[config.mk]
export PLATFORM = sky130hd
export DESIGN_NAME = rpn_sequencer
export DESIGN_NICKNAME = d
export VERILOG_FILES = /design/src/rtl/rpn_sequencer.sv
export SDC_FILE = /design/constraint.sdc
export NUM_CORES = 2
export LEC_CHECK = 0
export CAP_MARGIN = 30
export CORE_ASPECT_RATIO = 0.6
export CORE_MARGIN = 1.5
export CORE_UTILIZATION = 60
export CTS_BUF_LIST = sky130_fd_sc_hd__clkbuf_2 sky130_fd_sc_hd__clkbuf_4 sky130_fd_sc_hd__clkbuf_8
export DETAILED_ROUTE_END_ITERATION = 10
export HOLD_SLACK_MARGIN = 0.02
export PLACE_DENSITY_LB_ADDON = 0.25
export SLEW_MARGIN = 20
export SYNTH_ARGS = -nofsm -noshare
export SYNTH_HDL_FRONTEND = slang
export SYNTH_SLANG_ARGS = --single-unit
[constraint.sdc]
create_clock -name clk -period 9.49 [get_ports clk]
set_input_delay 1.898 -clock clk [delete_from_list [all_inputs] [get_ports clk]]
set_output_delay 1.898 -clock clk [all_outputs]
set_load 0.02 [all_outputs]
[src/rtl/rpn_sequencer.sv]
// rpn_sequencer: token-level controller for the calculator operand stack.
// Accepts number/operator tokens over valid/ready and drives the stack with
// single-cycle push/pop pulses. Operators fetch operands from the stack top,
// compute, and push the result back.
// Optional build macro RPN_SAT_ARITH_EN: ADD, SUB and NEG saturate as signed
// two's complement values instead of wrapping. MUL is unaffected.
module rpn_sequencer #(
  parameter int unsigned WIDTH  = 32,
  parameter int unsigned DEPTH  = 512,
  parameter int unsigned SIZE_W = 10
) (
  input  logic              clk,
  input  logic              reset,
  input  logic              tok_valid,
  output logic              tok_ready,
  input  logic              tok_is_op,
  input  logic [2:0]        tok_op,
  input  logic [WIDTH-1:0]  tok_num,
  output logic              stk_push,
  output logic              stk_pop,
  output logic [WIDTH-1:0]  stk_data,
  input  logic [WIDTH-1:0]  stk_top,
  input  logic [SIZE_W-1:0] stk_size,
  input  logic              stk_error,
  input  logic              stk_vld,
  output logic [WIDTH-1:0]  result,
  output logic              res_valid,
  output logic              tok_done,
  output logic [1:0]        err
);

  localparam logic [2:0] OP_ADD = 3'b000;
  localparam logic [2:0] OP_SUB = 3'b001;
  localparam logic [2:0] OP_MUL = 3'b010;
  localparam logic [2:0] OP_AND = 3'b011;
  localparam logic [2:0] OP_OR  = 3'b100;
  localparam logic [2:0] OP_XOR = 3'b101;
  localparam logic [2:0] OP_NEG = 3'b110;
  localparam logic [2:0] OP_CLR = 3'b111;

  localparam logic [1:0] E_NONE  = 2'b00;
  localparam logic [1:0] E_UNDER = 2'b01;
  localparam logic [1:0] E_OVER  = 2'b10;
  localparam logic [1:0] E_FAULT = 2'b11;

`ifdef RPN_SAT_ARITH_EN
  localparam int unsigned     MSB  = WIDTH - 1;
  localparam logic [WIDTH-1:0] SMAX = {1'b0, {(WIDTH-1){1'b1}}};
  localparam logic [WIDTH-1:0] SMIN = {1'b1, {(WIDTH-1){1'b0}}};
`endif

  typedef enum logic [2:0] {
    S_IDLE  = 3'd0,
    S_POP_B = 3'd1,
    S_POP_A = 3'd2,
    S_PUSH  = 3'd3,
    S_GAP   = 3'd4,
    S_WAIT  = 3'd5,
    S_EXEC  = 3'd6,
    S_DONE  = 3'd7
  } state_t;

  state_t           state_q, state_d;
  state_t           ret_q, ret_d;
  logic [2:0]       op_q, op_d;
  logic [WIDTH-1:0] a_q, a_d;
  logic [WIDTH-1:0] b_q, b_d;
  logic [1:0]       pend_q, pend_d;
  logic             res_flag_q, res_flag_d;

  logic             push_d, pop_d, done_d, res_valid_d;
  logic [WIDTH-1:0] data_d, result_d;
  logic [1:0]       err_d;

  logic             accept;
  logic             stk_full;
  logic             stk_empty;
  logic             op_short;

  logic [WIDTH-1:0] sum_v, diff_v, neg_v, prod_v;
  logic [WIDTH-1:0] alu_c;

  // Token handshake and stack-occupancy decisions made at acceptance
  assign tok_ready = (state_q == S_IDLE) && stk_vld && !reset;
  assign accept    = tok_valid && tok_ready;
  assign stk_full  = (stk_size == SIZE_W'(DEPTH));
  assign stk_empty = (stk_size == '0);
  assign op_short  = (tok_op == OP_NEG) ? stk_empty : (stk_size < SIZE_W'(2));

  // Operator datapath: A is the deeper operand, B the former top
  always_comb begin : alu_comb
    sum_v  = a_q + b_q;
    diff_v = a_q - b_q;
    neg_v  = '0 - b_q;
    prod_v = a_q * b_q;
    alu_c  = '0;
    case (op_q)
      OP_ADD:  alu_c = sum_v;
      OP_SUB:  alu_c = diff_v;
      OP_MUL:  alu_c = prod_v;
      OP_AND:  alu_c = a_q & b_q;
      OP_OR:   alu_c = a_q | b_q;
      OP_XOR:  alu_c = a_q ^ b_q;
      OP_NEG:  alu_c = neg_v;
      default: alu_c = '0;
    endcase
`ifdef RPN_SAT_ARITH_EN
    if ((op_q == OP_ADD) && (a_q[MSB] == b_q[MSB]) && (sum_v[MSB] != a_q[MSB]))
      alu_c = a_q[MSB] ? SMIN : SMAX;
    if ((op_q == OP_SUB) && (a_q[MSB] != b_q[MSB]) && (diff_v[MSB] != a_q[MSB]))
      alu_c = a_q[MSB] ? SMIN : SMAX;
    if ((op_q == OP_NEG) && (b_q == SMIN))
      alu_c = SMAX;
`endif
  end

  // State register
  always_ff @(posedge clk) begin : state_reg
    if (reset) state_q <= S_IDLE;
    else       state_q <= state_d;
  end

  // Next-state logic: every command is pulse, GAP, then WAIT for the stack
  always_comb begin : next_state_comb
    state_d = state_q;
    case (state_q)
      S_IDLE: begin
        if (accept) begin
          if (!tok_is_op)              state_d = stk_full  ? S_DONE : S_PUSH;
          else if (tok_op == OP_CLR)   state_d = stk_empty ? S_DONE : S_POP_B;
          else                         state_d = op_short  ? S_DONE : S_POP_B;
        end
      end
      S_POP_B, S_POP_A, S_PUSH, S_EXEC: state_d = S_GAP;
      S_GAP:  state_d = S_WAIT;
      S_WAIT: begin
        if (stk_vld) begin
          if (stk_error)                             state_d = S_DONE;
          else if ((ret_q == S_POP_B) && stk_empty)  state_d = S_DONE;
          else                                       state_d = ret_q;
        end
      end
      S_DONE:  state_d = S_IDLE;
      default: state_d = S_IDLE;
    endcase
  end

  // Output and operand-latch next values; outputs are registered below
  always_comb begin : output_comb
    push_d      = 1'b0;
    pop_d       = 1'b0;
    done_d      = 1'b0;
    res_valid_d = 1'b0;
    data_d      = stk_data;
    result_d    = result;
    err_d       = err;
    ret_d       = ret_q;
    op_d        = op_q;
    a_d         = a_q;
    b_d         = b_q;
    pend_d      = pend_q;
    res_flag_d  = res_flag_q;

    if (accept) begin
      op_d       = tok_op;
      a_d        = '0;
      b_d        = stk_top;
      data_d     = tok_num;
      res_flag_d = 1'b0;
      if (!tok_is_op)
        pend_d = stk_full ? E_OVER : E_NONE;
      else if ((tok_op != OP_CLR) && op_short)
        pend_d = E_UNDER;
      else
        pend_d = E_NONE;
      if (!tok_is_op)                 ret_d = S_DONE;
      else if (tok_op == OP_CLR)      ret_d = S_POP_B;
      else if (tok_op == OP_NEG)      ret_d = S_EXEC;
      else                            ret_d = S_POP_A;
    end

    if ((state_q == S_WAIT) && stk_vld) begin
      if (stk_error) begin
        pend_d = E_FAULT;
      end else if (ret_q == S_POP_A) begin
        a_d   = stk_top;
        ret_d = S_EXEC;
      end else if (ret_q == S_EXEC) begin
        data_d     = alu_c;
        res_flag_d = 1'b1;
        ret_d      = S_DONE;
      end
    end

    push_d = (state_d == S_PUSH)  || (state_d == S_EXEC);
    pop_d  = (state_d == S_POP_B) || (state_d == S_POP_A);

    if (state_d == S_DONE) begin
      done_d = 1'b1;
      err_d  = pend_d;
      if (res_flag_d && (pend_d == E_NONE)) begin
        result_d    = stk_data;
        res_valid_d = 1'b1;
      end
    end
  end

  // Output and datapath registers
  always_ff @(posedge clk) begin : out_reg
    if (reset) begin
      stk_push   <= 1'b0;
      stk_pop    <= 1'b0;
      stk_data   <= '0;
      result     <= '0;
      res_valid  <= 1'b0;
      tok_done   <= 1'b0;
      err        <= E_NONE;
      ret_q      <= S_IDLE;
      op_q       <= OP_ADD;
      a_q        <= '0;
      b_q        <= '0;
      pend_q     <= E_NONE;
      res_flag_q <= 1'b0;
    end else begin
      stk_push   <= push_d;
      stk_pop    <= pop_d;
      stk_data   <= data_d;
      result     <= result_d;
      res_valid  <= res_valid_d;
      tok_done   <= done_d;
      err        <= err_d;
      ret_q      <= ret_d;
      op_q       <= op_d;
      a_q        <= a_d;
      b_q        <= b_d;
      pend_q     <= pend_d;
      res_flag_q <= res_flag_d;
    end
  end

endmodule

==> flow_summary.json <==
{
  "crit_fanout": 18,
  "timing.final.crit_share_pct": 90.73,
  "synth_area_leaders": "fa_1, dfxtp_1, ha_1",
  "drt_iter0_drc": 3529,
  "power_density_nw_per_um2": 62.21,
  "ys_seq_area_share_pct": 11.44,
  "tns_ps": 0,
  "final_antenna_net_count": 0,
  "tritoncts": "yes",
  "start_util_pct": 60.89,
  "power_mw": 1.741,
  "clock_path_buffers": 2,
  "final_util_pct": 66.72,
  "setup_viol": 0,
  "numPlacedInstances": 3723,
  "clock.fmax_ghz": 0.1161,
  "cts_max_level": 4,
  "vdd_ir_drop_max_uv": 73.82,
  "dp_hpwl_um": 79240,
  "syn_area_um2": 25540,
  "firstDrtPassIters": 9,
  "mostFrequentLayoutCells": "inv_1, nor2_1, fa_1, nand2_1, ha_1",
  "grt_overflow": 0,
  "holdCritStartpoint": "result[27]",
  "clock-sinks": 146,
  "synth_top_cell_area_share_pct": 32.13,
  "die_h_um": 162.8,
  "worstPathArrival_ps": 9010,
  "min_period_ps": 8610,
  "finalNonFillerCells": 3757,
  "yosysWarnings": 0,
  "drcViolationCount": 0,
  "synth_edf_count": 0,
  "drv_slew": 0,
  "grt_pass1_vias": 23601,
  "core_area_um2": 41950,
  "synth_cell_types": 76,
  "worstPathRequired_ps": 9890,
  "yosysTopAreaCell": "fa_1",
  "ios": 154,
  "num_vias": 23973,
  "postCtsSetupRepairBufs": 0,
  "status": "complete, no violations",
  "syn_to_final_growth_pct": 9.562,
  "drv_cap": 0,
  "fp.dieW_um": 269.4,
  "cts_root_buffer": "clkbuf_8",
  "clock_skew_ps": 23.42,
  "p_leak_nw": 12.66,
  "ys_ff_latch": 146,
  "routed_via_density": 6.381,
  "nets": 3885,
  "cts_hold_buf": 0,
  "grt_max_degree": 80,
  "io_buffer_count": 153,
  "grt_pass1_wl_um": 149000,
  "avgRoutedWirePerCell_um": 26.84,
  "crit_start": "a_q[6]",
  "clk_latency_ps": 520,
  "layout-drive-gt1-share_pct": 3.954,
  "place.gp.congestion": 1.054,
  "worstMarginPinSlew_ps": 1202,
  "synth_cells": 3109,
  "cp-start-kind": "register",
  "track_usage_pct": 46.39,
  "postCtsResizedCells": 0,
  "synth_area_per_cell_um2": 8.216,
  "hold_path_class": "register to register",
  "cp-end-kind": "register",
  "core.rowCount": 58,
  "rsz0062_at_grt": "false",
  "clkTransAtPathRegs_ps": 110,
  "syn_nets": 3820,
  "ys_async_sr_fraction_pct": 0,
  "rr_startpoint": "a_q[6]",
  "diodes": 0,
  "mostFrequentLayoutCell": "inv_1",
  "die_area_um2": 43860,
  "relSlewSlack_pct": 19.84,
  "antenna_found_initial": 2,
  "ys_dominant_reg_cell": "dfxtp_1",
  "crit_type": "register to register",
  "hold_viol": 0,
  "numCtsBuffers": 17,
  "wirelength_um": 100800
}
==> report_power, final <==
part | internal, mW | switching (mW)
clock | 0.228 | 0.327
sequential | 0.631 | 0.0398
combinational | 0.171 | 0.343
==> registers in the layout, summed over array words and instances, names as in the netlist <==
register,cells
tok_done,1
stk_push,1
stk_data,32
a_q,32
state_q,3
b_q,32
res_flag_q,1
stk_pop,1
op_q,3
ret_q,3
res_valid,1
pend_q,2
result,32
err,2
==> cells in the mapped netlist, drive strengths merged (9+ instances only) <==
library cell / number
fa: 410
xnor2: 89
o31ai: 42
and3: 9
nand2: 408
dfxtp: 146
a21oi: 175
o221ai: 12
inv: 449
a222oi: 11
a221oi: 15
o21ai: 89
nand2b: 22
nor2: 417
a211oi: 19
buf: 26
nor4: 9
o21bai: 15
a31oi: 9
xor2: 45
ha: 218
a211o: 9
nand3: 47
nor3: 26
clkbuf: 143
nor2b: 19
a22oi: 13
o21a: 12
o22ai: 16
clkinv: 10
mux2i: 53
a21o: 34
==> final cells by class <==
class,count,area [µm²]
tap,570,713.2
multi-input combinational,2335,20200
sequential,146,2925
timing repair buffer,215,2013
clock inverter,14,162.7
clock buffer,18,247.7
fill,3635,13960
inverter,459,1723
==> critical path: stages (launching register included) <==
cell and delay, ps:
dfxtp_1 1040, clkinv_1 190, buf_4 340, nor2_1 200
fa_1 440, inv_1 70, fa_1 420, fa_1 520
inv_1 70, fa_1 540, ha_1 230, ha_1 270
inv_1 40, fa_1 480, inv_1 50, fa_1 470
ha_1 370, o21ai_0 170, or3_1 390, a21oi_1 280
o21ai_0 270, a211oi_1 740, o211ai_1 230, nand2_1 130
xor2_1 80, a221oi_1 270, o221ai_1 180
==> cell families (layout without fill, tap and decap cells) <==
family,Yosys count,after routing,share of synthesized area [%]
fa+ha+maj,628,628,42.81
flops,146,146,11.44
simple gates,1002,1002,16.38
buf+inv,628,706,9.557
mux,55,55,2.165
compound gates,516,516,13.05
xor+xnor,134,134,4.595
==> per-layer routing <==
layer | wire (µm) | track usage, % | vias up
met5 | 16 | 0 | -
met4 | 4494 | 17.52 | 2
met3 | 18250 | 21.78 | 339
met2 | 38570 | 61.74 | 1975
met1 | 39500 | 64.84 | 11571
li1 | - | - | 10086
==> final timing paths <==
kind,depth (start not counted),end,slack (ps)
worst max register to register,26,stk_data[29],880
worst max-delay path,26,stk_data[29],880
worst min register to register,2,result[27],510
worst min-delay path,2,result[27],510
==> metrics by stage <==
step / worst slack [ps] / hold WS (ps) / instance area (µm²)
floorplan: 2339 / 477.9 / 25540
global placement: 1252 / 477.9 / 27530
detailed placement: 1249 / 492.1 / 27550
CTS: 1205 / 510.5 / 27960
global route: 693.0 / 529.7 / 27980
finish: 879.9 / 506.8 / 27980
Note: power is estimated with default switching activity, not from simulation.
